$ cat src/rtl/seq_gen.sv
// seq_gen: loads a parallel pattern and shifts out its low len bits MSB-first,
// optionally repeating whole passes until a stop request is seen.
module seq_gen #(
   parameter int WIDTH = 16,
   parameter int LEN_W = 5
) (
   input  logic             clk,
   input  logic             reset,
   input  logic             start,
   input  logic [WIDTH-1:0] data,
   input  logic [LEN_W-1:0] len,
   input  logic             rpt,
   input  logic             stop,
   output logic             out,
   output logic             busy,
   output logic             done
);
   localparam int IW = $clog2(WIDTH);
   typedef enum logic [1:0] {IDLE, SEND, FIN} state_t;
   state_t           state;
   logic [WIDTH-1:0] data_q;
   logic [IW-1:0]    idx;
   logic [IW-1:0]    last;
   logic             rpt_q;
   logic             stop_q;
   logic [LEN_W-1:0] eff;
   logic [IW-1:0]    first;
   always_comb begin
      eff   = (len > LEN_W'(WIDTH)) ? LEN_W'(WIDTH) : len;
      first = IW'(eff - 1'b1);
   end
   // a stop sampled on the closing edge of a pass still ends that pass
   always_ff @(posedge clk) begin
      if (!reset) begin
         state  <= IDLE;
         out    <= 1'b0;
         busy   <= 1'b0;
         done   <= 1'b0;
         idx    <= '0;
         last   <= '0;
         data_q <= '0;
         rpt_q  <= 1'b0;
         stop_q <= 1'b0;
      end else begin
         case (state)
            IDLE: begin
               out    <= 1'b0;
               busy   <= 1'b0;
               done   <= 1'b0;
               stop_q <= 1'b0;
               if (start && len != '0) begin
                  state  <= SEND;
                  data_q <= data;
                  idx    <= first;
                  last   <= first;
                  rpt_q  <= rpt;
                  out    <= data[first];
                  busy   <= 1'b1;
               end
            end
            SEND: begin
               if (idx != '0) begin
                  idx    <= idx - 1'b1;
                  out    <= data_q[idx - 1'b1];
                  stop_q <= stop_q | stop;
               end else if (!rpt_q || stop_q || stop) begin
                  state  <= FIN;
                  out    <= 1'b0;
                  busy   <= 1'b0;
                  done   <= 1'b1;
                  stop_q <= 1'b0;
               end else begin
                  idx <= last;
                  out <= data_q[last];
               end
            end
            FIN: begin
               state <= IDLE;
               done  <= 1'b0;
            end
            default: state <= IDLE;
         endcase
      end
   end
endmodule

$ cat config.mk
export PLATFORM = sky130hd
export DESIGN_NAME = seq_gen
export DESIGN_NICKNAME = d
export VERILOG_FILES = /design/src/rtl/seq_gen.sv
export SDC_FILE = /design/constraint.sdc
export NUM_CORES = 1
export LEC_CHECK = 0
export ABC_AREA = 1
export CORE_UTILIZATION = 40
export DETAILED_ROUTE_END_ITERATION = 7
export PLACE_DENSITY = 0.71
export SLEW_MARGIN = 20
export SYNTH_ARGS = -nofsm -noshare
export SYNTH_HDL_FRONTEND = slang
export SYNTH_SLANG_ARGS = --single-unit
$ cat constraint.sdc
create_clock -name clk -period 2.2 [get_ports clk]
set_clock_uncertainty 0.05 [all_clocks]
set_input_delay 0.33 -clock clk [delete_from_list [all_inputs] [get_ports clk]]
set_output_delay 0.33 -clock clk [all_outputs]
set_load 0.01 [all_outputs]
Word level (Yosys, flattened, before mapping)
Cells that the tools add are included.
{"block": "totals", "register_bits": 31, "in_bits": 26, "out_inout_bits": 3, "word_cells": 67}
{"block": "op_classes", "n_addsub": 2, "order_cmp": 4, "eq_ne": 7, "muxes": 28, "bitwise": 1, "n_reduce_logical": 16}
{"op": "two-way mux 4 bit", "count": 4}
{"op": "less-than comparator 4 x 5 -> 1 bit (second input constant)", "count": 3}
{"op": "binary-select mux 1 bit (select 4 bit)", "count": 3}
{"op": "two-way mux 1 bit", "count": 12}
{"op": "AND reduction 3 bit", "count": 4}
{"op": "one-hot mux 1 bit (2 select lines)", "count": 4}
{"op": "one-hot mux 4 bit (2 select lines)", "count": 1}
{"op": "subtractor 4 x 1 -> 4 bit (second input constant)", "count": 2}
{"op": "two-way mux 2 bit", "count": 3}
{"op": "inequality test 2 bit (second input constant)", "count": 3}
{"op": "inequality test 3 bit (second input constant)", "count": 2}
{"op": "> comparator 5 bit (second input constant)", "count": 1}
{"op": "nonzero test 5 bit", "count": 1}
{"op": "one-hot mux 2 bit (2 select lines)", "count": 1}
{"op": "AND reduction 2 bit", "count": 2}
{"op": "nonzero test 2 bit", "count": 2}
{"op": "nonzero test 4 bit", "count": 1}
{"op": "== test 2 x 1 -> 1 bit (second input constant)", "count": 1}
{"op": "== test 2 bit (second input constant)", "count": 1}
{"op": "zero test 2 bit", "count": 1}
{"op": "logical OR 1 bit", "count": 2}
{"op": "OR reduction 2 bit", "count": 1}
{"op": "logical AND 1 bit", "count": 1}
{"op": "zero test 1 bit", "count": 1}
{"op": "bitwise OR 1 bit", "count": 1}

Logic depth before layout (Yosys ltp)
Gate-level depths: netlist (run 1).
{"block": "logic_depth", "ltp_word": 7, "depth_mapped": 15, "depth_no_buf": 13}

Worst setup path after synthesis (run 1)
OpenSTA, ideal clock, no wires.
{"block": "synth_timing", "kind": "input port to flip-flop", "from": "input len[4]", "to": "register out", "setup_ns": 0.056, "t_arrival_ns": 1.757, "required_ns": 2.094, "path_slack_ns": 0.337, "path_stages": 13, "n_path_buf": 2, "cell_sequence": "inv_1 -> nand2_2 -> buf_2 -> ha_1 -> clkbuf_1 -> inv_1 -> o211ai_1 -> nand3_1 -> nand3_1 -> nand3_1 -> nand3_1 -> nand2_1 -> inv_1"}
{"block": "synth_via", "elab_chain_cells": 7, "word_cells_on_any_way": 9, "cone_classes": "add/sub: 1; order compare: 1; mux: 5; reduce/logical: 2"}
{"element": "start: declaration", "line_no": "11", "source": "input logic [LEN_W-1:0] len,"}
{"element": "> comparator 5 bit", "line_no": "29", "source": "eff = (len > LEN_W'(WIDTH)) ? LEN_W'(WIDTH) : len;"}
{"element": "two-way mux 4 bit", "line_no": "29"}
{"element": "subtractor 4 x 1 -> 4 bit", "line_no": "30", "source": "first = IW'(eff - 1'b1);"}
{"element": "named net first[0]", "line_no": "27", "source": "logic [IW-1:0] first;"}
{"element": "binary-select mux 1 bit (select 4 bit)", "line_no": "57", "source": "out <= data[first];"}
{"element": "two-way mux 1 bit (not written as such)", "line_no": "57"}
{"element": "two-way mux 1 bit", "line_no": "51", "source": "if (start && len != '0) begin"}
{"element": "one-hot mux 1 bit (2 select lines)", "line_no": "45", "source": "case (state)"}
{"element": "end signal: assignment", "line_no": "57"}
{"element": "end signal: assignment", "line_no": "64", "source": "out <= data_q[idx - 1'b1];"}
{"element": "end signal: assignment", "line_no": "74", "source": "out <= data_q[last];"}
{"element": "end: declaration", "line_no": "14", "source": "output logic out,"}
The timed path passes the listed nets, and every way through them passes these cells. The select of a mux whose other input is x is not followed.
A chain may end at the register's enable or synchronous reset.

Worst setup path in the final report (run 1)
{"block": "layout_timing", "from": "input len[2]", "to": "register out"}
{"block": "layout_via", "elab_chain_cells": 7, "word_cells_on_any_way": 9, "cone_classes": "add/sub: 1; order compare: 1; mux: 5; reduce/logical: 2"}
{"element": "> comparator 5 bit", "line_no": "29"}
{"element": "two-way mux 4 bit", "line_no": "29"}
{"element": "subtractor 4 x 1 -> 4 bit", "line_no": "30"}
{"element": "binary-select mux 1 bit (select 4 bit)", "line_no": "57"}
{"element": "two-way mux 1 bit (not written as such)", "line_no": "57"}
{"element": "two-way mux 1 bit (*)", "line_no": "51"}
{"element": "one-hot mux 1 bit (2 select lines) (*)", "line_no": "45"}
Every way passes the cells marked *; elsewhere a longest branch is shown, timed or not. The select of a mux whose other input is x is not followed.

==> reports/results.tsv, run 1 <==
metric	value	unit
run_status	finished, final reports clean	
track_usage	21.9	%
io-pin-count	29	
clk_path_buf_depth	2	
peakVddDrop	419	uV
insertion_delay	280	ps
finalPower	2.44	mW
seq_area_frac_synth	32.7	%
top_usage_layer	met2	
die_area	5020	um2
synthCells	292	
critical_path.top_delay_family	buffers and inverters	
path_max_fanout	9	
grt_use_met1	27.8	%
cpPeakStageDelay	480	ps
synth_area_leaders	dfxtp_1 33%, nand2_1 11%, nand3_1 10%	
yosys.area.top_type	dfxtp_1	
dpl.cell_count	373	
worstPathCellList	clkdlybuf4s50_1 -> inv_1 -> nand4_1 -> inv_1 -> o21ai_0 -> ha_2 -> a21oi_1 -> o21ai_0 -> nand3_1 -> nand3_1 -> nand3_1 -> nand3_1 -> nand2_1 -> inv_1	
cts_tree	yes	
rows	24	
cts.sinks	31	
period_share	93.7	%
hp-class	flop to flop	
diodes	0	
setup_viol	0	
synth_seq_cells	31	
routabilityCongestion	0.917	
firstDrtPassIters	5	
first_global_vias	1931	
antenna_found_initial	0	
start_kind	input port	
die_h	70.9	um
core-area	4440	um2
drive_gt1_share	10.3	%
crit_type	input port to flop	
period_minus_slack	2060	ps
rsz0062_at_grt	no	
drc_errors	0	
r2r-start	idx[1]$_SDFFE_PN0P_	
worstPathArrival	2200	ps
post_cts_resized	0	
place_worst_setup_slack	-141	ps
die_x	70.9	um
power-per-cell-area	1030	nW/um2
max_freq	485	MHz
min-delay-start	rpt_q$_SDFFE_PN0P_	
drt-initial-drc-count	259	
cp_slowest_cell	clkdlybuf4s50_1	
place_hpwl	3.91	mm
slew_violations	0	
p_leak	1.10	nW
regToRegSetupSlack	290	ps
synth_top_area_share	32.7	%
viasPerCell	5.33	
hold_violations	0	
crit_buf_inv	4	
timing.slew.headroom	67.2	%
syn-num-nets	320	
num_vias	2031	
synth-edff-count	0	
setup_slack	138	ps
async_flop_share	0	%
num-fill-cells	469	
placed_area	2270	um2
ys_warn_count	0	
holdPathEnd	rpt_q$_SDFFE_PN0P_	
end_kind	flop	
final_area	2370	um2
io_buffers	28	
cp.required	2340	ps
drv_cap	0	
postCtsSetupBuffers	0	
grt_pass1_wl	8.64	mm
grtUsageMet2	36.3	%
worst_slew_pin_slew	492	ps
timing.rr.end	data_q[11]$_SDFFE_PN0P_	
crit_top_cell	nand3_1	
htree_levels	2	
ant_nets	0	
grt_max_degree	26	
final_cells	381	
finalWirelength	5.12	mm
gr-total-overflow	0	
hold_buffers	0	
synthFlopType	dfxtp_1	
clkTransAtPathRegs	70	ps
area_growth	25.1	%
setup-tns-final	0	ps
synth_area	1900	um2
final_nets	356	
worstHoldPathCells	2	
root_buffer	clkbuf_8	
detail_route.wl_per_cell	13.4	um
synth.distinct_cells	29	
cts_made_buffers	5	
start_util	42.7	%
syn_avg_cell_area	6.50	um2
grt_util_met3	3.99	%
reg2reg_depth	10	
==> area by class of cell <==
| type | count | area [um2] | area share, % |
|---|---|---|---|
| Inverter | 53 | 203 | 8.54 |
| Sequential cell | 31 | 621 | 26.2 |
| Timing Repair Buffer | 41 | 390 | 16.5 |
| Tap cell | 52 | 65.1 | 2.74 |
| Clock buffer | 8 | 100 | 4.22 |
| Multi-Input combinational cell | 196 | 993 | 41.9 |
==> worst reg2reg max path: stages (launching register included) <==
cell and delay [ps]:
dfxtp_1 310, inv_1 90, ha_1 280, nand3_4 170
inv_4 120, nand2_4 50, nand2_4 90, nand3_4 160
buf_12 210, o21ai_0 210, a21oi_1 70
==> power breakdown <==
part	switching, mW	total [mW]	internal, mW
logic	0.730	1.18	0.446
registers	0.0732	0.759	0.686
clock network	0.219	0.504	0.285
==> registers in the layout, summed over array words and instances, names as in the netlist <==
| register | flops |
|---|---|
| state | 2 |
| busy | 1 |
| stop_q | 1 |
| rpt_q | 1 |
| last | 4 |
| data_q | 16 |
| out | 1 |
| done | 1 |
| idx | 4 |
==> cells in the final DEF, fill, tap and decap left out, drive strengths merged, types with 2 or more instances in the layout <==
cell type / netlist / routed
nand4: 2 / 2
dfxtp: 31 / 31
ha: 2 / 2
a21oi: 31 / 31
nor2: 16 / 16
inv: 52 / 52
clkdlybuf4s50: 0 / 28
o22ai: 2 / 2
nand3: 40 / 40
o211ai: 5 / 5
o21ai: 34 / 34
xor2: 2 / 2
nand2: 58 / 58
buf: 10 / 13
clkbuf: 2 / 8
==> synthesized netlist by cell type (2+ instances only) <==
| cell | instances |
|---|---|
| dfxtp_1 | 31 |
| a21oi_1 | 31 |
| buf_4 | 3 |
| nand2_4 | 3 |
| nand4_1 | 2 |
| inv_1 | 48 |
| nand2_1 | 54 |
| clkbuf_1 | 2 |
| xor2_1 | 2 |
| o21ai_0 | 15 |
| o21ai_1 | 19 |
| o211ai_1 | 5 |
| nand3_1 | 38 |
| buf_6 | 3 |
| o22ai_1 | 2 |
| ha_1 | 2 |
| nor2_2 | 2 |
| nor2_1 | 14 |
| nand3_4 | 2 |
| inv_2 | 3 |
| buf_2 | 3 |
==> stage by stage <==
step	utilization (%)	hold WS, ps
after floorplan	-	375
after global placement	51.1	388
after detailed placement	51.1	389
after CTS	53.3	398
after global routing	53.4	431
final	53.4	398
==> layer usage <==
metal / part of all wire, % / up-vias
li1: - / 1030
met1: 45 / 905
met2: 47 / 85
met3: 5.6 / 11
met4: 1.8 / 0
met5: 0 / -
==> cell families after synthesis <==
logic type / synth area share (%)
XOR/XNOR: 1.39
buffers and inverters: 15.0
adder cells (fa/ha/maj): 1.32
AND/OR/NAND/NOR: 29.0
flip-flops: 32.7
AO/OA/AOI/OAI: 20.5
==> how the worst max path moves through the flow <==
stage | from | endpoint | slack, ps | cells past startpoint
floorplan | len[4] | out$_SDFFE_PN0P_ | 340 | 13
global placement | len[1] | out$_SDFFE_PN0P_ | -50 | 14
detailed placement | len[2] | out$_SDFFE_PN0P_ | -140 | 14
CTS | len[2] | out$_SDFFE_PN0P_ | 170 | 14
global route | len[2] | out$_SDFFE_PN0P_ | 0.04 | 14
finish | len[2] | out$_SDFFE_PN0P_ | 140 | 14
Power figures use the tool's default switching activity.
==> run 2, diff against run 1 <==
--- a/config.mk
+++ b/config.mk
@@ -8,7 +8,7 @@
 export ABC_AREA = 1
 export CORE_UTILIZATION = 40
 export DETAILED_ROUTE_END_ITERATION = 7
-export PLACE_DENSITY = 0.71
+export PLACE_DENSITY_LB_ADDON = 0.12
 export SLEW_MARGIN = 20
 export SYNTH_ARGS = -nofsm -noshare
 export SYNTH_HDL_FRONTEND = slang
==> reports/results.tsv, run 2 (same netlist as run 1, synthesis figures left out) <==
metric	value	unit
cts_made_buffers	5	
slew_violations	0	
area_growth	24.8	%
num-fill-cells	460	
drc_errors	0	
run_status	finished, final reports clean	
die_h	70.9	um
reg_top3	data_q x16, idx x4, last x4	
layout_common_cells	54 x nand2_1, 48 x inv_1, 38 x nand3_1	
grt_pass1_wl	8.47	mm
holdWs	411	ps
die_area	5020	um2
firstDrtPassIters	4	
end_kind	flop	
path_max_fanout	6	
core-area	4440	um2
rsz0062_at_grt	no	
placed_area	2270	um2
detail_route.wl_per_cell	12.9	um
ant_nets	0	
finalWirelength	4.96	mm
worst_slew_pin_slew	485	ps
largest-register	data_q	
gr-total-overflow	0	
htree_levels	2	
cts_tree	yes	
drt-initial-drc-count	108	
cts.sinks	31	
final_area	2370	um2
routabilityCongestion	0.839	
power-per-cell-area	1010	nW/um2
diodes	0	
clkTransAtPathRegs	60	ps
clk_path_buf_depth	2	
antenna_found_initial	0	
root_buffer	clkbuf_8	
track_usage	21.4	%
max_freq	498	MHz
insertion_delay	290	ps
crit_type	input port to flop	
start_kind	input port	
period_share	91.3	%
start_util	42.7	%
die_x	70.9	um
place_hpwl	3.88	mm
largest_reg_flops	16	
viasPerCell	4.99	
final_nets	359	
peakVddDrop	463	uV
setup-tns-final	0	ps
period_minus_slack	2010	ps
cp.required	2330	ps
grt_max_degree	19	
hold_violations	0	
num_vias	1913	
layout_commonest_cell	nand2_1	
p_leak	1.10	nW
first_global_vias	1777	
setup_viol	0	
rows	24	
io_buffers	28	
worstPathArrival	2140	ps
io-pin-count	29	
timing.slew.headroom	67.6	%
hold_buffers	0	
drv_cap	0	
hp-class	flop to flop	
drive_gt1_share	11.2	%
run 2: where the power goes:
group	internal (mW)	switching [mW]	leakage, nW	total (mW)
Clock	0.245	0.213	0.0470	0.459
Sequential	0.686	0.0719	0.256	0.758
Combinational	0.454	0.717	0.801	1.17
Total	1.39	1.00	1.10	2.39
run 2: layout make-up:
cell class,count,area (um2),area share [%]
well taps,52,65.1,2.75
clock buffers,6,82.6,3.49
flip-flops and latches,31,621,26.2
clock inverters,1,5.00,0.211
multi-input cells,196,993,42.0
inverters,53,203,8.56
repair buffers,44,398,16.8
run 2: worst paths after layout:
kind                            start                endpoint  slack [ps]  cells after the start
setup / recovery               len[1]        out$_SDFFE_PN0P_         190                     14
hold / removal      done$_SDFFE_PN0P_       done$_SDFFE_PN0P_         410                      2
setup reg to reg  idx[1]$_SDFFE_PN0P_  data_q[8]$_SDFFE_PN0P_         400                     10
hold reg to reg     done$_SDFFE_PN0P_       done$_SDFFE_PN0P_         410                      2
run 2: per-stage QoR:
stage | cells | worst slack, ps | util (%) | total power, mW
floorplan | 292 | 337 | - | 1.62
detailed placement | 375 | -85.1 | 51.1 | 1.93
CTS | 382 | 209 | 53.1 | 2.39
finish | 383 | 192 | 53.3 | 2.39
global placement | 375 | -51.4 | 51.1 | 1.93
global route | 383 | 0.127 | 53.3 | 2.59
run 2: worst max-delay path: stages:
cell and delay [ps]:
clkdlybuf4s50_1 420, inv_1 80, nand4_1 110, inv_1 70, o21ai_1 60, ha_2 380
buf_2 170, o211ai_1 110, nand3_1 90, nand3_1 70, nand3_1 70, nand3_1 80
nand2_1 60, inv_1 40
run 2: timing repair:
| action | 4_1_cts | 5_1_grt |
|---|---|---|
| gates resized for setup | 0 | 3 |
| setup endpoints to repair | 0 | 1 |
| setup buffers | 0 | 1 |
run 2: metal layers:
metal	share of wire [%]	up-vias	global-route usage, %
li1	-	1033	-
met1	49	841	29.6
met2	46	34	34.4
met3	3.2	5	4.27
met4	0.93	0	4.67
met5	0	-	0
